File: src/rtl/jacobi_pkg.sv
// rtl/jacobi_pkg.sv - shared states, default sizes and helpers for the Jacobi scan sequencer
package jacobi_pkg;

  localparam int JACOBI_WIDTH  = 8;
  localparam int JACOBI_NODES  = 16;
  localparam int JACOBI_CWIDTH = 7;

  typedef enum logic [1:0] {
    IDLE   = 2'd0,
    LOAD   = 2'd1,
    RUN    = 2'd2,
    UNLOAD = 2'd3
  } state_t;

  // Number of bits needed to hold values 0..value-1
  function automatic int clog2(input int value);
    int r;
    r = 0;
    for (int i = 0; i < 31; i++) begin
      if ((1 << i) < value) r = i + 1;
    end
    return r;
  endfunction

endpackage

File: src/rtl/jacobi_seq_downcount.sv
// rtl/jacobi_seq_downcount.sv - loadable iteration down-counter that stops at zero
module jacobi_seq_downcount #(
  parameter int CWIDTH = 7
) (
  input  logic              clk,
  input  logic              reset,
  input  logic              load,
  input  logic [CWIDTH-1:0] load_value,
  input  logic              dec,
  output logic [CWIDTH-1:0] count,
  output logic              zero
);

  // Load wins over decrement; decrement is ignored once the count reaches zero
  always_ff @(posedge clk) begin
    if (reset) begin
      count <= '0;
    end else if (load) begin
      count <= load_value;
    end else if (dec && (count != '0)) begin
      count <= count - 1'b1;
    end
  end

  assign zero = (count == '0);

endmodule

File: src/rtl/jacobi_scan_sequencer.sv
// rtl/jacobi_scan_sequencer.sv - load/run/unload sequencer for the Jacobi scan chain (option: JACOBI_SEQ_RECIRC_EN)
module jacobi_scan_sequencer
  import jacobi_pkg::*;
#(
  parameter int WIDTH  = JACOBI_WIDTH,
  parameter int NODES  = JACOBI_NODES,
  parameter int CWIDTH = JACOBI_CWIDTH
) (
  input  logic              Clk,
  input  logic              Reset,
  input  logic              Start,
  input  logic [CWIDTH-1:0] IterCount,
  input  logic [WIDTH-1:0]  InData,
  input  logic              InValid,
  output logic              InReady,
  output logic [WIDTH-1:0]  OutData,
  output logic              OutValid,
  input  logic              OutReady,
  output logic [WIDTH-1:0]  ScanHeadOut,
  input  logic [WIDTH-1:0]  ScanTailIn,
  output logic              ScanEnable,
  output logic              Enable,
  output logic              Busy,
  output logic              Done
);

  localparam int IDX_W = clog2(NODES + 1);
  localparam logic [IDX_W-1:0] IDX_LAST = IDX_W'(NODES - 1);

  state_t            state;
  state_t            state_next;
  logic [IDX_W-1:0]  idx;
  logic              idx_clr;
  logic              idx_inc;
  logic              iter_load;
  logic              iter_dec;
  logic [CWIDTH-1:0] iter_count;
  logic              iter_zero;
  logic              enable_next;
  logic              done_next;

  jacobi_seq_downcount #(
    .CWIDTH(CWIDTH)
  ) u_iter (
    .clk       (Clk),
    .reset     (Reset),
    .load      (iter_load),
    .load_value(IterCount),
    .dec       (iter_dec),
    .count     (iter_count),
    .zero      (iter_zero)
  );

  // State, word index and the registered status outputs
  always_ff @(posedge Clk) begin
    if (Reset) begin
      state  <= IDLE;
      idx    <= '0;
      Busy   <= 1'b0;
      Done   <= 1'b0;
      Enable <= 1'b0;
    end else begin
      state  <= state_next;
      Busy   <= (state_next != IDLE);
      Done   <= done_next;
      Enable <= enable_next;
      if (idx_clr) begin
        idx <= '0;
      end else if (idx_inc) begin
        idx <= idx + 1'b1;
      end
    end
  end

  // Next state, counter controls and the zero-latency stream/scan muxing
  always_comb begin
    state_next  = state;
    idx_clr     = 1'b0;
    idx_inc     = 1'b0;
    iter_load   = 1'b0;
    iter_dec    = 1'b0;
    enable_next = 1'b0;
    InReady     = 1'b0;
    OutValid    = 1'b0;
    OutData     = '0;
    ScanHeadOut = '0;
    ScanEnable  = 1'b0;
    case (state)
      IDLE: begin
        if (Start) begin
          state_next = LOAD;
          iter_load  = 1'b1;
          idx_clr    = 1'b1;
        end
      end
      LOAD: begin
        InReady     = 1'b1;
        ScanHeadOut = InData;
        ScanEnable  = InValid;
        if (InValid) begin
          if (idx == IDX_LAST) begin
            state_next  = RUN;
            idx_clr     = 1'b1;
            // First RUN cycle computes only if a nonzero count was latched
            enable_next = !iter_zero;
          end else begin
            idx_inc = 1'b1;
          end
        end
      end
      RUN: begin
        if (iter_zero) begin
          state_next = UNLOAD;
        end else begin
          iter_dec    = 1'b1;
          // Stay enabled while the decremented count is still nonzero
          enable_next = (iter_count != CWIDTH'(1));
        end
      end
      UNLOAD: begin
        OutValid   = 1'b1;
        OutData    = ScanTailIn;
`ifdef JACOBI_SEQ_RECIRC_EN
        ScanHeadOut = ScanTailIn;
`else
        ScanHeadOut = '0;
`endif
        ScanEnable = OutReady;
        if (OutReady) begin
          if (idx == IDX_LAST) begin
            state_next = IDLE;
            idx_clr    = 1'b1;
          end else begin
            idx_inc = 1'b1;
          end
        end
      end
      default: state_next = IDLE;
    endcase
    done_next = (state == UNLOAD) && (state_next == IDLE);
  end

endmodule

File: config.mk
export PLATFORM = sky130hd
export DESIGN_NAME = jacobi_scan_sequencer
export DESIGN_NICKNAME = d
export VERILOG_FILES = /design/src/rtl/jacobi_pkg.sv /design/src/rtl/jacobi_seq_downcount.sv /design/src/rtl/jacobi_scan_sequencer.sv
export SDC_FILE = /design/constraint.sdc
export NUM_CORES = 1
export LEC_CHECK = 0
export ABC_AREA = 1
export CAP_MARGIN = 20
export CORE_ASPECT_RATIO = 0.5
export CORE_MARGIN = 2
export CORE_UTILIZATION = 43
export CTS_BUF_LIST = sky130_fd_sc_hd__clkbuf_16
export DETAILED_ROUTE_END_ITERATION = 6
export GPL_TIMING_DRIVEN = 0
export PLACE_DENSITY = 0.89
export SLEW_MARGIN = 5
export SYNTH_ARGS = -nofsm -noshare
export SYNTH_HDL_FRONTEND = slang
export SYNTH_SLANG_ARGS = --single-unit
export TNS_END_PERCENT = 100
File: constraint.sdc
create_clock -name Clk -period 2.35 [get_ports Clk]
set_clock_uncertainty 0.2 [all_clocks]
set_input_delay 0.47 -clock Clk [delete_from_list [all_inputs] [get_ports Clk]]
set_output_delay 0.47 -clock Clk [all_outputs]
set_load 0.01 [all_outputs]
==> impl_metrics.yaml, run 1 <==
cts:
  cts_max_path_buffers: 2
  cts_setup_buffers: 0
  root_buffer: "clkbuf_16"
  cts.sinks: 17
  tritoncts: "done"
  clk_pin_slew_ns: 0.05
  insertion_delay_ns: 0.25
  numCtsBuffers: 3
  h-tree-depth: 1
floorplan:
  io_pins: 50
  dieHeight_um: 41.9
  fp-row-count: 13
  die_w_um: 79.9
  initial_core_util_pct: 46.4
  die_area_sq_um: 3350
  fp.coreArea_sq_um: 2670
flow_run:
  cap_violations: 0
grt:
  grt.overflow.total: 0
  track_usage_pct: 18.7
  grt_max_degree: 11
  antenna_found_initial: 0
  grt_pass1_vias: 1178
  grt_first_pass_wirelength_mm: 4.97
pwr:
  p_clk_share_pct: 30.6
  switching_share_pct: 33.9
  combPwrFrac_pct: 38.4
  vdd_drop_max_v: 0.000444
  powerDensity_nw_per_um2: 585
  p_switching_uw: 377
  p_int_uw: 735
  cellLeakagePower_uw: 0.00108
  power_uw: 1110
  p_seq_share_pct: 31.0
logic_synthesis:
  ys_warn_count: 0
  syn_nets: 238
  ys_seq_area_share_pct: 27.5
  postSynthCellCount: 200
  synth_area_per_cell_sq_um: 6.19
  syn-cell-area_sq_um: 1240
  synth.lib_cells_used.distinct: 23
  synth_seq_cells: 17
timing:
  finalSetupTns_ns: 0
  finalHoldViolCount: 0
  final_max_slew_viol_count: 0
  worst_slew_pin_slew_ns: 0.257
  max-slew-margin-rel_pct: 82.7
  setup_viol: 0
  fmax_mhz: 436
  hold_ws_ns: 0.288
  min_period_ns: 2.29
  fin_crit_sh_pct: 97.6
route:
  dr.pass1.iters: 4
  ant_nets: 0
  drt_wl_total_mm: 3.18
  drc: 0
  via_count: 1345
  vias_per_cell: 4.64
  avgRoutedWirePerCell_um: 11.0
  drt_iter0_markers: 78
critical_path:
  reg2regPathDepth: 11
  cp_max_fo: 10
  path_delay_family: "buffers and inverters"
  cp.required_ns: 1.68
  critPathLaunchType: "flop"
  cp_slowest_cell: "clkdlybuf4s50_1"
  path_depth: 5
  arrival_ns: 1.62
  cp.buffers_inverters: 3
  crit_type: "flop to output pin"
  slowest_delay_ns: 0.53
  end_kind: "output pin"
  path_cells: "ha_4 -> buf_4 -> nand2_1 -> inv_1 -> clkdlybuf4s50_1"
min_path:
  hp-class: "flop to flop"
  hold_depth: 2
finish:
  finish.net_count: 292
  drive_above_1_share_pct: 9.88
  syn_to_final_growth_pct: 53.6
  final_core_util_pct: 71.2
  n_antenna_cell: 0
placed_design:
  globalplace.congestion: 0.908
  dp_hpwl_mm: 2.40
  portBuffers: 49
run_status:
  outcome: "finished clean"
[synth_stat cells]
master | count | area, sq um
a21oi_1 | 6 | 30.0
a31oi_1 | 1 | 6.26
buf_2 | 2 | 10.0
clkinv_1 | 1 | 3.75
clkinv_4 | 1 | 8.76
dfxtp_1 | 17 | 340
ha_1 | 10 | 125
inv_1 | 39 | 146
inv_2 | 2 | 7.51
nand2_1 | 50 | 188
nand2_2 | 3 | 18.8
nand2_4 | 2 | 22.5
nand3_1 | 12 | 60.1
nand3b_1 | 1 | 7.51
nand4_1 | 2 | 12.5
nor2_1 | 25 | 93.8
nor2_2 | 3 | 18.8
o21ai_0 | 9 | 45.0
o21ai_1 | 6 | 30.0
o21ai_2 | 1 | 8.76
or2_2 | 3 | 18.8
xnor2_1 | 1 | 8.76
xor2_1 | 3 | 26.3
[stage by stage]
step	area, sq um	instances	setup slack [ns]
2_1_floorplan	1240	200	0.471
4_1_cts	1860	290	-0.0514
5_1_grt	1900	290	-0.0117
6_report	1900	290	0.0568
3_5_place_dp	1770	286	-0.142
3_3_place_gp	1770	286	-0.112
[placed cells by master, fill, tap and decap left out]
master / Yosys / routed
a21oi_1: 6 / 6
a31oi_1: 1 / 1
buf_4: 0 / 1
buf_6: 0 / 1
clkbuf_16: 0 / 3
clkdlybuf4s15_1: 0 / 1
clkdlybuf4s50_1: 0 / 39
clkinv_1: 1 / 1
clkinv_4: 1 / 1
dfxtp_1: 17 / 15
dfxtp_2: 0 / 1
dfxtp_4: 0 / 1
dlygate4sd2_1: 0 / 1
dlymetal6s2s_1: 0 / 8
ha_1: 10 / 8
ha_2: 0 / 1
ha_4: 0 / 1
inv_1: 39 / 39
inv_2: 2 / 3
nand2_1: 50 / 50
nand2_2: 3 / 3
nand2_4: 2 / 2
nand3_1: 12 / 12
nand3b_1: 1 / 1
nand4_1: 2 / 2
nor2_1: 25 / 25
nor2_2: 3 / 3
o21ai_0: 9 / 9
o21ai_1: 6 / 6
o21ai_2: 1 / 1
or2_2: 3 / 3
xnor2_1: 1 / 1
xor2_1: 3 / 3
[final timing paths]
path / slack [ns] / end / startpoint
max: 0.06 / OutData[0] / state[0]
min: 0.29 / u_iter.count[5] / u_iter.count[5]
max reg2reg: 0.36 / Busy / idx[0]
min reg2reg: 0.29 / u_iter.count[5] / u_iter.count[5]
[power groups by stage]
stage          registers, uW  logic (uW)  clock network (uW)
3_5_place_dp             348         422                   0
5_1_grt                  350         473                 360
6_report                 345         427                 340
3_3_place_gp             348         406                   0
2_1_floorplan            345         265                   0
4_1_cts                  342         425                 350
[routing by layer]
layer / up-vias / track usage (%) / share of wire, %
met1: 589 / 21.4 / 43
met2: 37 / 34.8 / 50
met4: 0 / 5.08 / 0.91
met3: 5 / 4.78 / 5.6
met5: - / 0 / 0
li1: 714 / - / -
[worst reg2reg max path: cells and delay by family (launching register included)]
kind / cells / cell delay [ns]
and+or+nand+nor: 6 / 0.55
adders and majority gates: 2 / 0.44
buffers and inverters: 1 / 0.05
DFF: 1 / 0.36
AOI/OAI and AO/OA: 2 / 0.30
[flip-flops by register name (all words and copies together) (netlist names)]
signal and cells:
Busy 1, Done 1, Enable 1, idx 5, state 2, u_iter.count 7
[cell families (layout without fill, tap and decap cells)]
| kind of cell | Yosys count | in the layout | synth area share, % |
|---|---|---|---|
| DFF | 17 | 17 | 27.5 |
| xor gates and xnor gates | 4 | 4 | 2.83 |
| buffers and inverters | 45 | 98 | 14.3 |
| AOI/OAI and AO/OA | 23 | 23 | 9.71 |
| and+or+nand+nor | 101 | 101 | 35.6 |
| adders and majority gates | 10 | 10 | 10.1 |
[layout make-up]
cell class              count  area, sq um
inverters                  43          166
multi-input cells         138          736
well taps                  37         46.3
clock buffers               3         75.1
flip-flops and latches     17          345
repair buffers             49          509
clock inverters             1         3.75
fillers                   216          767
plain buffers               2         18.8
[what timing repair did]
item,4_1_cts,5_1_grt
resized for setup,6,15
hold buffers,0,0
endpoints found under the setup margin,17,16
(Power assumes the default switching activity.)
==> run 2: changes to the inputs <==
--- a/config.mk
+++ b/config.mk
@@ -6,6 +6,7 @@
 export NUM_CORES = 1
 export LEC_CHECK = 0
 export ABC_AREA = 1
+export ABC_CLOCK_PERIOD_IN_PS = 2350
 export CAP_MARGIN = 20
 export CORE_ASPECT_RATIO = 0.5
 export CORE_MARGIN = 2
==> results of run 2 <==
No change in the layout: final DEF, timing and power equal those of run 1.
==> run 3: changes to the inputs <==
--- a/config.mk
+++ b/config.mk
@@ -14,8 +14,8 @@
 export CTS_BUF_LIST = sky130_fd_sc_hd__clkbuf_16
 export DETAILED_ROUTE_END_ITERATION = 6
 export GPL_TIMING_DRIVEN = 0
+export MAX_ROUTING_LAYER = met4
 export PLACE_DENSITY = 0.89
-export SLEW_MARGIN = 5
 export SYNTH_ARGS = -nofsm -noshare
 export SYNTH_HDL_FRONTEND = slang
 export SYNTH_SLANG_ARGS = --single-unit
==> run 3 against run 2 <==
First-iteration DRC count rose by 7.7%. Flip-flop and latch count unchanged. Routed wire length fell by 0.47%. Critical path type unchanged. Critical endpoint unchanged. Largest power group unchanged. Highest routed layer unchanged.
==> impl_metrics.yaml, run 3 (synthesis results as in run 1) <==
run_status:
  outcome: "finished clean"
pwr:
  powerDensity_nw_per_um2: 586
  power_uw: 1110
  vdd_drop_max_v: 0.000447
  cellLeakagePower_uw: 0.00108
timing:
  worst_slew_pin_slew_ns: 0.258
  setup_viol: 0
  min_period_ns: 2.30
  fmax_mhz: 436
  final_max_slew_viol_count: 0
  finalSetupTns_ns: 0
  max-slew-margin-rel_pct: 82.8
  finalHoldViolCount: 0
  fin_crit_sh_pct: 97.7
route:
  avgRoutedWirePerCell_um: 10.9
  drt_iter0_markers: 84
  via_count: 1336
  drc: 0
  vias_per_cell: 4.61
  dr.pass1.iters: 4
  ant_nets: 0
  drt_wl_total_mm: 3.17
placed_design:
  portBuffers: 49
  globalplace.congestion: 0.923
  dp_hpwl_mm: 2.40
floorplan:
  dieHeight_um: 41.9
  fp.coreArea_sq_um: 2670
  io_pins: 50
  initial_core_util_pct: 46.4
  die_area_sq_um: 3350
  fp-row-count: 13
  die_w_um: 79.9
cts:
  cts.sinks: 17
  clk_pin_slew_ns: 0.05
  numCtsBuffers: 3
  tritoncts: "done"
  cts_setup_buffers: 0
  insertion_delay_ns: 0.25
  cts_max_path_buffers: 2
  h-tree-depth: 1
  root_buffer: "clkbuf_16"
finish:
  multiInputGateArea_sq_um: 736
  fillers: 216
  n_antenna_cell: 0
  finish.net_count: 292
  largestRegisters: "u_iter.count (7), idx (5), state (2)"
  syn_to_final_growth_pct: 53.6
  register_area_sq_um: 345
  regMostFlops: "u_iter.count"
  drive_above_1_share_pct: 9.88
  largest_register_ffs: 7
  final_cell_mix: "nand2_1, inv_1, clkdlybuf4s50_1, nor2_1, dfxtp_1"
  final_common_cell: "nand2_1"
critical_path:
  critPathLaunchType: "flop"
  arrival_ns: 1.63
  cp.required_ns: 1.68
  end_kind: "output pin"
  crit_type: "flop to output pin"
  cp_max_fo: 10
grt:
  grt_pass1_vias: 1177
  antenna_found_initial: 0
  grt.overflow.total: 0
  track_usage_pct: 19.3
  grt_first_pass_wirelength_mm: 4.97
  grt_max_degree: 11
min_path:
  hp-class: "flop to flop"
flow_run:
  cap_violations: 0
-- run 3: cell counts in the layout (fill, tap and decap cells not counted) --
Identical to the previous run, type by type.
-- run 3: path summary, 6_finish.rpt --
check,startpoint,endpoint,slack [ns],cells past startpoint
worst max-delay path,state[0],OutData[0],0.05,5
worst min-delay path,u_iter.count[5],u_iter.count[5],0.29,2
worst max register to register,idx[0],Busy,0.36,11
worst min register to register,u_iter.count[5],u_iter.count[5],0.29,2
-- run 3: area by class of cell --
cell class                      instances  area share (%)
Clock inverter                          1           0.197
Buffer                                  2           0.987
Multi-Input combinational cell        138            38.7
Clock buffer                            3            3.95
Sequential cell                        17            18.2
Tap cell                               37            2.44
Timing Repair Buffer                   49            26.8
Inverter                               43            8.76
-- run 3: report_power, final --
part | total (uW) | switching, uW | internal [uW]
Sequential | 345 | 27.2 | 318
Combinational | 426 | 235 | 191
Clock | 343 | 117 | 226
-- run 3: repair_timing --
| item | 4_1_cts | 5_1_grt |
|---|---|---|
| hold buffers | 0 | 0 |
| resized for setup | 6 | 15 |
| setup endpoints to repair | 17 | 16 |
-- run 3: through the flow --
| step | instances | cell area, sq um | setup slack (ns) | util (%) | hold slack [ns] |
|---|---|---|---|---|---|
| floorplan | 200 | 1240 | 0.471 | - | 0.250 |
| global placement | 286 | 1770 | -0.112 | 66.5 | 0.272 |
| detailed placement | 286 | 1770 | -0.142 | 66.5 | 0.278 |
| CTS | 290 | 1860 | -0.0514 | 69.7 | 0.286 |
| global route | 290 | 1900 | -0.0117 | 71.2 | 0.296 |
| finish | 290 | 1900 | 0.0549 | 71.2 | 0.285 |
-- run 3: metal layers --
| metal | global-route usage [%] | part of all wire (%) | vias up |
|---|---|---|---|
| li1 | - | - | 714 |
| met1 | 21.4 | 43 | 574 |
| met2 | 34.8 | 50 | 43 |
| met3 | 4.78 | 6.5 | 5 |
| met4 | 5.08 | 1.1 | 0 |
| met5 | - | 0 | - |
-- run 3: critical path: stages (launching register included) --
cell and delay [ns]:
dfxtp_2 0.38, ha_4 0.18, buf_4 0.17, nand2_1 0.07
inv_1 0.05, clkdlybuf4s50_1 0.53
